File: src/rtl/ir_fetch_unit_if.sv
// Fetch-unit bus: control-side request/abort, instruction-memory read port and IR result.
// mem_ready is only present when MEM_WAIT_EN is defined.
interface ir_fetch_unit_if #(
    parameter int ADDR_W = 16
);
    logic              start;
    logic              flush;
    logic [ADDR_W-1:0] addr;
    logic [7:0]        mem_data;
`ifdef MEM_WAIT_EN
    logic              mem_ready;
`endif
    logic [ADDR_W-1:0] mem_addr;
    logic              mem_read;
    logic              pc_inc;
    logic [15:0]       ir_out;
    logic              busy;
    logic              done;

    modport master (
        output start, flush, addr, mem_data,
`ifdef MEM_WAIT_EN
        output mem_ready,
`endif
        input  mem_addr, mem_read, pc_inc, ir_out, busy, done
    );

    modport slave (
        input  start, flush, addr, mem_data,
`ifdef MEM_WAIT_EN
        input  mem_ready,
`endif
        output mem_addr, mem_read, pc_inc, ir_out, busy, done
    );
endinterface

File: src/rtl/ir_fetch_unit.sv
// Two-byte little-endian instruction fetch into a 16-bit IR, one PC increment per byte.
// Optional MEM_WAIT_EN: memory handshakes each byte with mem_ready instead of fixed timing.
module ir_fetch_unit #(
    parameter int          ADDR_W   = 16,
    parameter logic [15:0] IR_RESET = 16'h0000
) (
    input logic            clk,
    input logic            rst,
    ir_fetch_unit_if.slave bus
);
    typedef enum logic [2:0] {IDLE, LO_RD, HI_RD, HI_CAP, DONE} state_t;

    state_t            state;
    logic [ADDR_W-1:0] base;
    logic [ADDR_W-1:0] addr_r;
    logic [7:0]        lo_byte;
    logic [15:0]       ir_r;
    logic              rd_r;
    logic              busy_r;
    logic              done_r;
    logic              mem_ok;

`ifdef MEM_WAIT_EN
    assign mem_ok = bus.mem_ready;
`else
    assign mem_ok = 1'b1;
`endif

    // Flush must kill the read strobe and PC increment in the very cycle it is seen.
    assign bus.mem_read = rd_r & ~bus.flush;
    assign bus.pc_inc   = rd_r & ~bus.flush & mem_ok;
    assign bus.mem_addr = addr_r;
    assign bus.ir_out   = ir_r;
    assign bus.busy     = busy_r;
    assign bus.done     = done_r;

    always_ff @(posedge clk or posedge rst) begin
        if (rst) begin
            state   <= IDLE;
            base    <= '0;
            addr_r  <= '0;
            lo_byte <= 8'h00;
            ir_r    <= IR_RESET;
            rd_r    <= 1'b0;
            busy_r  <= 1'b0;
            done_r  <= 1'b0;
        end else begin
            rd_r   <= 1'b0;
            busy_r <= 1'b0;
            done_r <= 1'b0;
            if (bus.flush) begin
                state <= IDLE;
            end else begin
                case (state)
                    IDLE, DONE: begin
                        if (bus.start) begin
                            base   <= bus.addr;
                            addr_r <= bus.addr;
                            rd_r   <= 1'b1;
                            busy_r <= 1'b1;
                            state  <= LO_RD;
                        end else begin
                            state <= IDLE;
                        end
                    end
`ifdef MEM_WAIT_EN
                    LO_RD: begin
                        rd_r   <= 1'b1;
                        busy_r <= 1'b1;
                        if (bus.mem_ready) begin
                            lo_byte <= bus.mem_data;
                            addr_r  <= base + ADDR_W'(1);
                            state   <= HI_RD;
                        end
                    end
                    HI_RD: begin
                        if (bus.mem_ready) begin
                            ir_r   <= {bus.mem_data, lo_byte};
                            done_r <= 1'b1;
                            state  <= DONE;
                        end else begin
                            rd_r   <= 1'b1;
                            busy_r <= 1'b1;
                        end
                    end
`else
                    LO_RD: begin
                        rd_r   <= 1'b1;
                        busy_r <= 1'b1;
                        addr_r <= base + ADDR_W'(1);
                        state  <= HI_RD;
                    end
                    // Synchronous memory: the low byte arrives while the high byte is requested.
                    HI_RD: begin
                        lo_byte <= bus.mem_data;
                        busy_r  <= 1'b1;
                        state   <= HI_CAP;
                    end
                    HI_CAP: begin
                        ir_r   <= {bus.mem_data, lo_byte};
                        done_r <= 1'b1;
                        state  <= DONE;
                    end
`endif
                    default: state <= IDLE;
                endcase
            end
        end
    end
endmodule

File: src/flat_wrapper.sv
// flat-port wrapper written by rule: the top's interface ports become plain ports
module ir_fetch_unit_flat 
#(
    parameter int          ADDR_W   = 16,
    parameter logic [15:0] IR_RESET = 16'h0000
)
  (clk, rst, bus_start, bus_flush, bus_addr, bus_mem_data, bus_mem_addr, bus_mem_read, bus_pc_inc, bus_ir_out, bus_busy, bus_done);
  ir_fetch_unit_if #(.ADDR_W(ADDR_W)) bus_i ();
  input logic clk;
  input logic rst;
  input wire logic [$bits(bus_i.start)-1:0] bus_start;
  input wire logic [$bits(bus_i.flush)-1:0] bus_flush;
  input wire logic [$bits(bus_i.addr)-1:0] bus_addr;
  input wire logic [$bits(bus_i.mem_data)-1:0] bus_mem_data;
  output wire logic [$bits(bus_i.mem_addr)-1:0] bus_mem_addr;
  output wire logic [$bits(bus_i.mem_read)-1:0] bus_mem_read;
  output wire logic [$bits(bus_i.pc_inc)-1:0] bus_pc_inc;
  output wire logic [$bits(bus_i.ir_out)-1:0] bus_ir_out;
  output wire logic [$bits(bus_i.busy)-1:0] bus_busy;
  output wire logic [$bits(bus_i.done)-1:0] bus_done;
  assign bus_i.start = bus_start;
  assign bus_i.flush = bus_flush;
  assign bus_i.addr = bus_addr;
  assign bus_i.mem_data = bus_mem_data;
  assign bus_mem_addr = bus_i.mem_addr;
  assign bus_mem_read = bus_i.mem_read;
  assign bus_pc_inc = bus_i.pc_inc;
  assign bus_ir_out = bus_i.ir_out;
  assign bus_busy = bus_i.busy;
  assign bus_done = bus_i.done;
  ir_fetch_unit #(.ADDR_W(ADDR_W), .IR_RESET(IR_RESET)) u_core (.clk(clk), .rst(rst), .bus(bus_i));
endmodule
File: config.mk
export PLATFORM = sky130hd
export DESIGN_NAME = ir_fetch_unit_flat
export DESIGN_NICKNAME = d
export VERILOG_FILES = /design/src/rtl/ir_fetch_unit_if.sv /design/src/rtl/ir_fetch_unit.sv /design/src/flat_wrapper.sv
export SDC_FILE = /design/constraint.sdc
export NUM_CORES = 1
export LEC_CHECK = 0
export ABC_CLOCK_PERIOD_IN_PS = 2700
export CORE_ASPECT_RATIO = 1.1
export CORE_MARGIN = 2
export CORE_UTILIZATION = 41
export CTS_CLUSTER_DIAMETER = 200
export DETAILED_ROUTE_END_ITERATION = 10
export GPL_TIMING_DRIVEN = 0
export PLACE_DENSITY = 0.67
export SYNTH_ARGS = -nofsm -noshare
export SYNTH_HDL_FRONTEND = slang
export SYNTH_SLANG_ARGS = --single-unit
File: constraint.sdc
create_clock -name clk -period 2.7 [get_ports clk]
set_clock_uncertainty 0.2 [all_clocks]
set_input_delay 0.405 -clock clk [delete_from_list [all_inputs] [get_ports clk]]
set_output_delay 0.405 -clock clk [all_outputs]
set_load 0.005 [all_outputs]
* Word-level counts from Yosys, hierarchy flattened
Cells that the tools add are included.
** Storage, ports and cells
- Register bits :: 62
- Output and inout bits :: 36
- Bits of input ports :: 28
- Logic and storage cells :: 36
** Cells by class
- Mux-type cells :: 12
- $add $sub $neg :: 1
- Bitwise operators :: 2
- Reduce and logical (&&, ||, !) cells :: 8
- Equal/unequal tests :: 5
** Operators with widths (count)
- case mux 16 bit (2 select lines) :: 1
- adder 16 x 1 -> 16 bit (second input constant) :: 1
- two-way mux 16 bit :: 1
- case mux 3 bit (4 select lines) :: 1
- equality test 3 x 2 -> 1 bit (second input constant) :: 2
- two-way mux 1 bit :: 6
- AND reduction 3 bit :: 2
- case mux 1 bit (2 select lines) :: 2
- AND reduction 2 bit :: 2
- OR reduction 2 bit :: 2
- equality test 3 x 1 -> 1 bit (second input constant) :: 1
- equality test 3 bit (second input constant) :: 1
- zero test 3 bit :: 1
- two-way mux 3 bit :: 1
- != test 2 bit (second input constant) :: 1
- nonzero test 2 bit :: 1
- bitwise AND 1 bit :: 1
- NOT 1 bit :: 1

* Longest topological paths before layout
Gate-level depths: netlist of the first run.
- Depth in word-level cells :: 4
- Mapped depth :: 6
- Mapped depth without buffers :: 5

* Worst setup path after synthesis of the first run
No wires, ideal clock.
- Kind :: register -> register
- From :: register u_core.state[1]
- To :: register u_core.addr_r[10], in the netlist u_core.bus.mem_addr[10]
- Setup slack :: 0.927 ns
- Stages on the path, launching flop included :: 5
- Required time :: 2.378 ns
- Buffers on the path :: 1
- Period minus slack after synthesis :: 1.773 ns
- Library setup time :: 0.122 ns
- Arrival :: 1.452 ns
- Path through :: dfrtp_1 -> buf_2 -> or3b_1 -> or3_1 -> a32o_1
** Between the ends
- Word-level cells in the longest chain between the ends :: 4
- Elaborated cells between the ends (all ways) :: 8
- Classes of those cells :: 3 x eq/ne; 1 x mux; 4 x reduce/logical
** RTL lines
- from (decl) :: RTL line ir_fetch_unit.sv:13 : state_t state;
- from (signal assigned) :: RTL line ir_fetch_unit.sv:39 : state <= IDLE;
- from (signal assigned) :: RTL line ir_fetch_unit.sv:52 : state <= IDLE;
- from (signal assigned) :: RTL line ir_fetch_unit.sv:61 : state <= LO_RD;
- equality test 3 bit / zero test 3 bit (equally long branches) :: RTL line ir_fetch_unit.sv:54 : case (state)
- OR reduction 2 bit :: RTL line ir_fetch_unit.sv:54
- != test 2 bit (no source line) / nonzero test 2 bit (equally long branches)
- AND reduction 3 bit (no source line)
- to (signal assigned) :: RTL line ir_fetch_unit.sv:58 : addr_r <= bus.addr;
- to (signal assigned) :: RTL line ir_fetch_unit.sv:90 : addr_r <= base + ADDR_W'(1);
- to (decl) :: RTL line ir_fetch_unit.sv:15 : logic [ADDR_W-1:0] addr_r;
Several ways; a longest one is shown, not always the timed one.
A chain may end at the register's enable or synchronous reset.

* Worst setup path after layout of the first run
- From :: input bus_flush
- To :: output bus_pc_inc
** Between the ends
- Word-level cells in the longest chain between the ends :: 2
** RTL lines
- from (decl) :: RTL line flat_wrapper.sv:12 : input wire logic [$bits(bus_i.flush)-1:0] bus_flush;
- NOT 1 bit (no source line)
- bitwise AND 1 bit :: RTL line ir_fetch_unit.sv:31 : assign bus.pc_inc = rd_r & ~bus.flush & mem_ok;
- to (decl) :: RTL line flat_wrapper.sv:17 : output wire logic [$bits(bus_i.pc_inc)-1:0] bus_pc_inc;
No other way between the ends.

==> key figures, run 1 <==
Place
  – Placement Setup Slack: 221 ps
  – DP HPWL: 4.15 mm
  – RePlAce Congestion: 0.844
  – Port bufs: 63
  – Post-Place Cells: 383

Clocking
  – CTS Hold Buffers Added: 0
  – PostCTS Resize Cnt: 0
  – Root Driver: clkbuf_8
  – Post-CTS setup buffers: 0
  – CTS tree: yes
  – Clock buffer depth: 2
  – Clk_lat worst skew: 330 ps
  – Reg clk slew, reported paths: 60 ps
  – Total CTS buffers: 9
  – H-Tree Depth: 3
  – CTS Sinks: 62

Setup path
  – WP data arrival: 1700 ps
  – CP startpoint kind: input pin
  – Most used cell, CP: clkdlybuf4s50_1
  – Critical path class: input pin to primary output
  – Required time of the critical path: 2100 ps
  – Max FO, Critical Path: 6
  – Top delay family on crit path: buffers and inverters
  – CP Buf/Inv Count: 3
  – Setup crit end kind: primary output
  – Slowest Stage Delay on Critical Path: 490 ps
  – Critical path, cell by cell: clkdlybuf4s50_1, nor2b_1, buf_4, clkdlybuf4s50_1
  – Slowest-stage cell, CP: clkdlybuf4s50_1

Cells and area
  – Register area: 1550 sq um
  – Area grow syn2layout: 35.5%
  – Filler cells: 572
  – Non-Filler Instances: 399
  – Most common cell after layout, fill and taps aside: clkdlybuf4s50_1
  – Multi-input logic area: 1140 sq um
  – Diode count: 0
  – Final Util: 57.5%
  – Layout cells sized above 1: 23.0%
  – Commonest cells after routing, fill and taps aside: 63 x clkdlybuf4s50_1, 62 x dfrtp_1, 38 x mux2_2, 18 x nand2_1, 15 x a21oi_1
  – Fin nets: 341

Timing
  – Final setup violation count: 0
  – RSZ-0062 raised after global routing: false
  – Share of the cycle needed by the critical path after routing: 85.2%
  – Worst-margin pin slew: 716 ps
  – Slew headroom: 52.0%
  – Fin. max-slew vios: 0
  – Min Tclk post-route: 2300 ps
  – Fmax: 435 MHz
  – Setup_tns: 0 ps
  – Setup WS post-layout: 399 ps
  – Final Hold Viols: 0

Detailed routing
  – DR DRC count: 0
  – Wire length per cell: 14.9 microns
  – ANT nets after route: 0
  – Routed via count: 2098
  – Post-Route WL: 5.93 mm
  – Detailed-router iteration count before antenna repair: 4
  – DR vias/cell: 5.26
  – Drt initial violations: 101

Hold path
  – Hold Crit Class: register to register

Job
  – Max Cap Viol: 0

Floorplan
  – Die H: 90.3 microns
  – Io pins: 64
  – Die W: 82.5 microns
  – Core footprint: 6560 sq um
  – Num rows: 31
  – Initial core utilization: 42.4%
  – Die area: 7450 sq um

Pwr
  – Lkg Pwr: 1.63 nW
  – Pwr Total: 0.00316 W
  – Pwr/cell area: 840 nW/um^2
  – Max VDD drop: 0.385 mV

Global route
  – Largest net degree at the start of global routing: 33
  – Vias in the first global route: 2071
  – Global-route wire length before repair: 9.80 mm
  – Total GRT Usage: 17.4%
  – GRT overflow: 0
  – Initial antenna violation count: 0

Logic synthesis
  – Mapped Cells: 237
  – Area leader, netlist: dfrtp_1
  – Post-synth top flop: dfrtp_1
  – Yosys reg bits: 62
  – Post-synthesis sequential area ratio: 55.8%
  – Top-area cell type share of the netlist area: 55.8%
  – Avg Inst Size Synth: 11.7 sq um
  – Asr flop ratio synth: 100%
  – Distinct cells, synth: 41
  – EDFF count, synth: 0
  – Syn_nets: 266
  – Largest cells by area after synthesis: dfrtp_1 56%, mux2_2 15%, a21oi_1 2.7%, o21ai_0 2.5%, nand2_1 2.4%
  – Netlist Area Pre-Place: 2780 sq um
  – Synth warn: 0

Status
  – Status: complete, no violations
cell type report:
class                           count  share of cell area, %
Multi-Input combinational cell    157                   30.2
Timing Repair Buffer               64                   17.3
Inverter                            4                  0.399
Buffer                             14                   1.99
Tap cell                           82                   2.72
Sequential cell                    62                   41.2
Clock inverter                      3                   1.73
Clock buffer                       13                   4.49
state kept, by name, indices dropped and copies added, names as in the netlist:
signal / cells
u_core.bus.mem_addr: 16
u_core.rd_r: 1
u_core.base: 16
u_core.bus.done: 1
u_core.bus.busy: 1
u_core.state: 3
u_core.bus.ir_out: 16
u_core.lo_byte: 8
cell families after synthesis:
logic type,share of synthesized area (%)
buf+inv,3.24
fa+ha+maj,0.450
mux,16.5
simple gates,13.1
flops,55.8
xor+xnor,0.630
compound gates,10.3
per-layer routing:
layer | part of all wire, % | track usage, % | vias to the layer above
met1 | 44 | 22.3 | 1006
met5 | 0 | 0 | -
met4 | 1.7 | 8.06 | 0
met3 | 8.6 | 5.90 | 9
met2 | 46 | 26.3 | 69
li1 | - | - | 1014
metrics by stage:
stage          hold slack (ps)  area [sq um]
2_1_floorplan              273          2780
4_1_cts                    281          3770
6_report                   275          3770
5_1_grt                    288          3770
3_3_place_gp               260          3510
3_5_place_dp               267          3530
worst reg2reg max path, cell delays in order (launching register included):
cell	delay, ps
dfrtp_1	370
buf_2	170
nor2b_1	160
o21ai_1	420
clkbuf_1	480
o21ai_0	180
path summary, 6_finish.rpt:
check	start	end	slack [ps]	depth (start not counted)
max in group asynchronous	rst	u_core.bus.mem_addr[14]$_DFFE_PP0P_	1400	3
min in group asynchronous	rst	u_core.bus.done$_DFF_PP0_	290	2
max reg2reg	u_core.state[0]$_DFF_PP0_	u_core.bus.busy$_DFF_PP0_	580	5
min	u_core.bus.mem_addr[12]$_DFFE_PP0P_	u_core.bus.mem_addr[12]$_DFFE_PP0P_	280	1
max	bus_flush	bus_pc_inc	400	4
min reg2reg	u_core.bus.mem_addr[12]$_DFFE_PP0P_	u_core.bus.mem_addr[12]$_DFFE_PP0P_	280	1
synthesized netlist by cell type, types with 2 or more instances:
library cell  number
dfrtp_1           62
mux2_2            38
nand2_1           18
a21oi_1           15
o21ai_0           14
nor2_1             8
buf_2              6
nand3_1            5
nand4_1            5
o31ai_1            5
a31oi_1            4
buf_4              4
clkbuf_1           4
inv_1              4
nor3_1             4
a31o_2             3
and3_1             3
mux2i_1            3
nor2b_1            3
or3_1              3
a21o_1             2
and4_1             2
nor4b_1            2
or2_2              2
or4_1              2
report_power, final:
group	leakage (nW)	switching [W]	internal (W)
clock	0.120	0.000347	0.000595
sequential	0.776	0.000175	0.00120
combinational	0.730	0.000306	0.000540
Power figures use the tool's default switching activity.
==> inputs of run 2 (changes only) <==
--- a/config.mk
+++ b/config.mk
@@ -12,7 +12,8 @@
 export CTS_CLUSTER_DIAMETER = 200
 export DETAILED_ROUTE_END_ITERATION = 10
 export GPL_TIMING_DRIVEN = 0
-export PLACE_DENSITY = 0.67
+export PLACE_DENSITY = 0.74
+export SLEW_MARGIN = 10
 export SYNTH_ARGS = -nofsm -noshare
 export SYNTH_HDL_FRONTEND = slang
 export SYNTH_SLANG_ARGS = --single-unit
==> run 2 against run 1 <==
Register-to-register slack gained 30 ps. Global-route usage up 0.065 points. Die area is the same. Sequential power is essentially flat. Non-clock buffer count shrank 1. Maximum frequency fell by 0.92%. Sequential cell count unchanged. Worst setup slack lost 21 ps. First-iteration DRC count decreased by 11%. Final area is 2.6% lower. Combinational power hardly changed. Cell count down 0.75%.
==> key figures, run 2 (same netlist as run 1, synthesis figures left out) <==
Global route
  – Initial antenna violation count: 0 (unchanged)
  – Largest net degree at the start of global routing: 63 (+91%)
  – Vias in the first global route: 2100 (+1.4%)
  – GRT overflow: 0 (unchanged)
  – Global-route wire length before repair: 10.0 mm (+2.0%)
  – Total GRT Usage: 17.5% (+0.065 points)

Setup path
  – Reg2reg start: u_core.state[0]$_DFF_PP0_
  – CP startpoint kind: input pin
  – Critical path class: input pin to primary output
  – Reg2reg path depth: 5 (unchanged)
  – Setup crit end kind: primary output
  – Required time of the critical path: 2100 ps (about the same)
  – Max FO, Critical Path: 6 (unchanged)
  – WP data arrival: 1720 ps (+20 ps)
  – Flop-to-flop setup slack: 610 ps (+30 ps)
  – FF-to-FF End: u_core.bus.busy$_DFF_PP0_

Detailed routing
  – DR vias/cell: 5.32 (+1.2%)
  – DR DRC count: 0 (unchanged)
  – Detailed-router iteration count before antenna repair: 4 (unchanged)
  – ANT nets after route: 0 (unchanged)
  – Drt initial violations: 90 (-11%)
  – Routed via count: 2108 (+0.48%)
  – Post-Route WL: 6.09 mm (+2.6%)
  – Wire length per cell: 15.4 microns (+3.4%)

Hold path
  – Hold Path Origin: u_core.bus.mem_addr[8]$_DFFE_PP0P_
  – Hold Crit Class: register to register
  – WHS Path Cells: 1 (unchanged)
  – WHS Endpoint: u_core.bus.mem_addr[8]$_DFFE_PP0P_

Clocking
  – Post-CTS setup buffers: 0 (unchanged)
  – Root Driver: clkbuf_8
  – CTS Hold Buffers Added: 0 (unchanged)
  – CTS Sinks: 62 (unchanged)
  – PostCTS Resize Cnt: 0 (unchanged)
  – Total CTS buffers: 9 (unchanged)
  – H-Tree Depth: 3 (unchanged)
  – CTS tree: yes
  – Reg clk slew, reported paths: 60 ps (about the same)
  – Clk_lat worst skew: 330 ps (about the same)
  – Clock buffer depth: 2 (unchanged)

Timing
  – Share of the cycle needed by the critical path after routing: 86.0% (+0.79 points)
  – Final Hold Viols: 0 (unchanged)
  – Final setup violation count: 0 (unchanged)
  – Worst-margin pin slew: 760 ps (+44.3 ps)
  – Fmax: 431 MHz (-0.92%)
  – Min Tclk post-route: 2320 ps (+21.4 ps)
  – Slew headroom: 49.3% (-2.7 points)
  – Setup_tns: 0 ps (unchanged)
  – RSZ-0062 raised after global routing: false
  – Fin. max-slew vios: 0 (unchanged)
  – Setup WS post-layout: 378 ps (-21.4 ps)

Floorplan
  – Initial core utilization: 42.4% (unchanged)
  – Die W: 82.5 microns (unchanged)
  – Core footprint: 6560 sq um (unchanged)
  – Die H: 90.3 microns (unchanged)
  – Num rows: 31 (unchanged)
  – Io pins: 64 (unchanged)
  – Die area: 7450 sq um (unchanged)

Place
  – Port bufs: 63 (unchanged)
  – Placement Setup Slack: 225 ps (+3.65 ps)
  – DP HPWL: 4.29 mm (+3.3%)
  – RePlAce Congestion: 0.808 (-4.3%)

Cells and area
  – Area grow syn2layout: 32.1%
  – Layout cells sized above 1: 22.0% (-1.1 points)
  – Diode count: 0 (unchanged)
  – Most common cell after layout, fill and taps aside: clkdlybuf4s50_1
  – Fin nets: 340 (-0.29%)
  – Commonest cells after routing, fill and taps aside: 63 x clkdlybuf4s50_1, 62 x dfrtp_1, 38 x mux2_2, 18 x nand2_1, 15 x a21oi_1

Status
  – Status: complete, no violations

Pwr
  – Pwr/cell area: 791 nW/um^2 (-5.9%)
  – Lkg Pwr: 1.58 nW (-2.9%)
  – Max VDD drop: 0.401 mV (+4.1%)

Job
  – Max Cap Viol: 0 (unchanged)
[run 2: changes by cell type in the layout (fill, tap and decap cells not counted), sizes merged]
| cell | before | now |
|---|---|---|
| bufinv | 2 | 0 |
| buf | 11 | 10 |
| clkbuf | 17 | 16 |
| clkinv | 1 | 2 |
[run 2: worst max-delay path by stage]
stage	from	to	slack (ps)
global route	bus_flush	bus_pc_inc	290
floorplan	rst	u_core.base[0]$_DFFE_PP0P_	550
CTS	bus_flush	bus_pc_inc	370
global placement	rst	u_core.bus.mem_addr[13]$_DFFE_PP0P_	-540
finish	bus_flush	bus_pc_inc	380
detailed placement	bus_flush	u_core.bus.mem_addr[4]$_DFFE_PP0P_	220
[run 2: metrics by stage]
| stage | instances | hold slack [ps] | power [W] | utilization [%] | instance area (sq um) |
|---|---|---|---|---|---|
| after global placement | 382 | 259 | 0.00222 | 53.6 | 3510 |
| after global routing | 396 | 306 | 0.00309 | 56.0 | 3670 |
| final | 396 | 275 | 0.00290 | 56.0 | 3670 |
| after CTS | 396 | 280 | 0.00294 | 56.0 | 3670 |
| after floorplan | 237 | 273 | 0.00179 | - | 2780 |
| after detailed placement | 382 | 265 | 0.00226 | 53.6 | 3510 |
[run 2: layout make-up]
cell class	count	area [sq um]
plain buffers	14	75.1
clock buffers	12	145
clock inverters	2	10.0
fillers	589	2890
inverters	4	17.5
multi-input cells	157	1140
flip-flops and latches	62	1550
well taps	82	103
repair buffers	63	631
[run 2: power by group]
| group | internal [W] | total (W) | switching [W] |
|---|---|---|---|
| Sequential | 0.00120 | 0.00139 | 0.000182 |
| Clock | 0.000345 | 0.000671 | 0.000325 |
| Combinational | 0.000537 | 0.000846 | 0.000309 |
[run 2: critical path: stages]
cell and delay (ps):
clkdlybuf4s50_1 490, nor2b_1 200, buf_4 130, clkdlybuf4s50_1 490
[run 2: metal layers]
metal / up-vias / track usage [%] / routed length, microns
li1: 1004 / - / -
met1: 1017 / 22.6 / 2640
met2: 76 / 26.8 / 2910
met3: 11 / 5.60 / 440
met4: 0 / 7.10 / 104
met5: - / 0 / 0
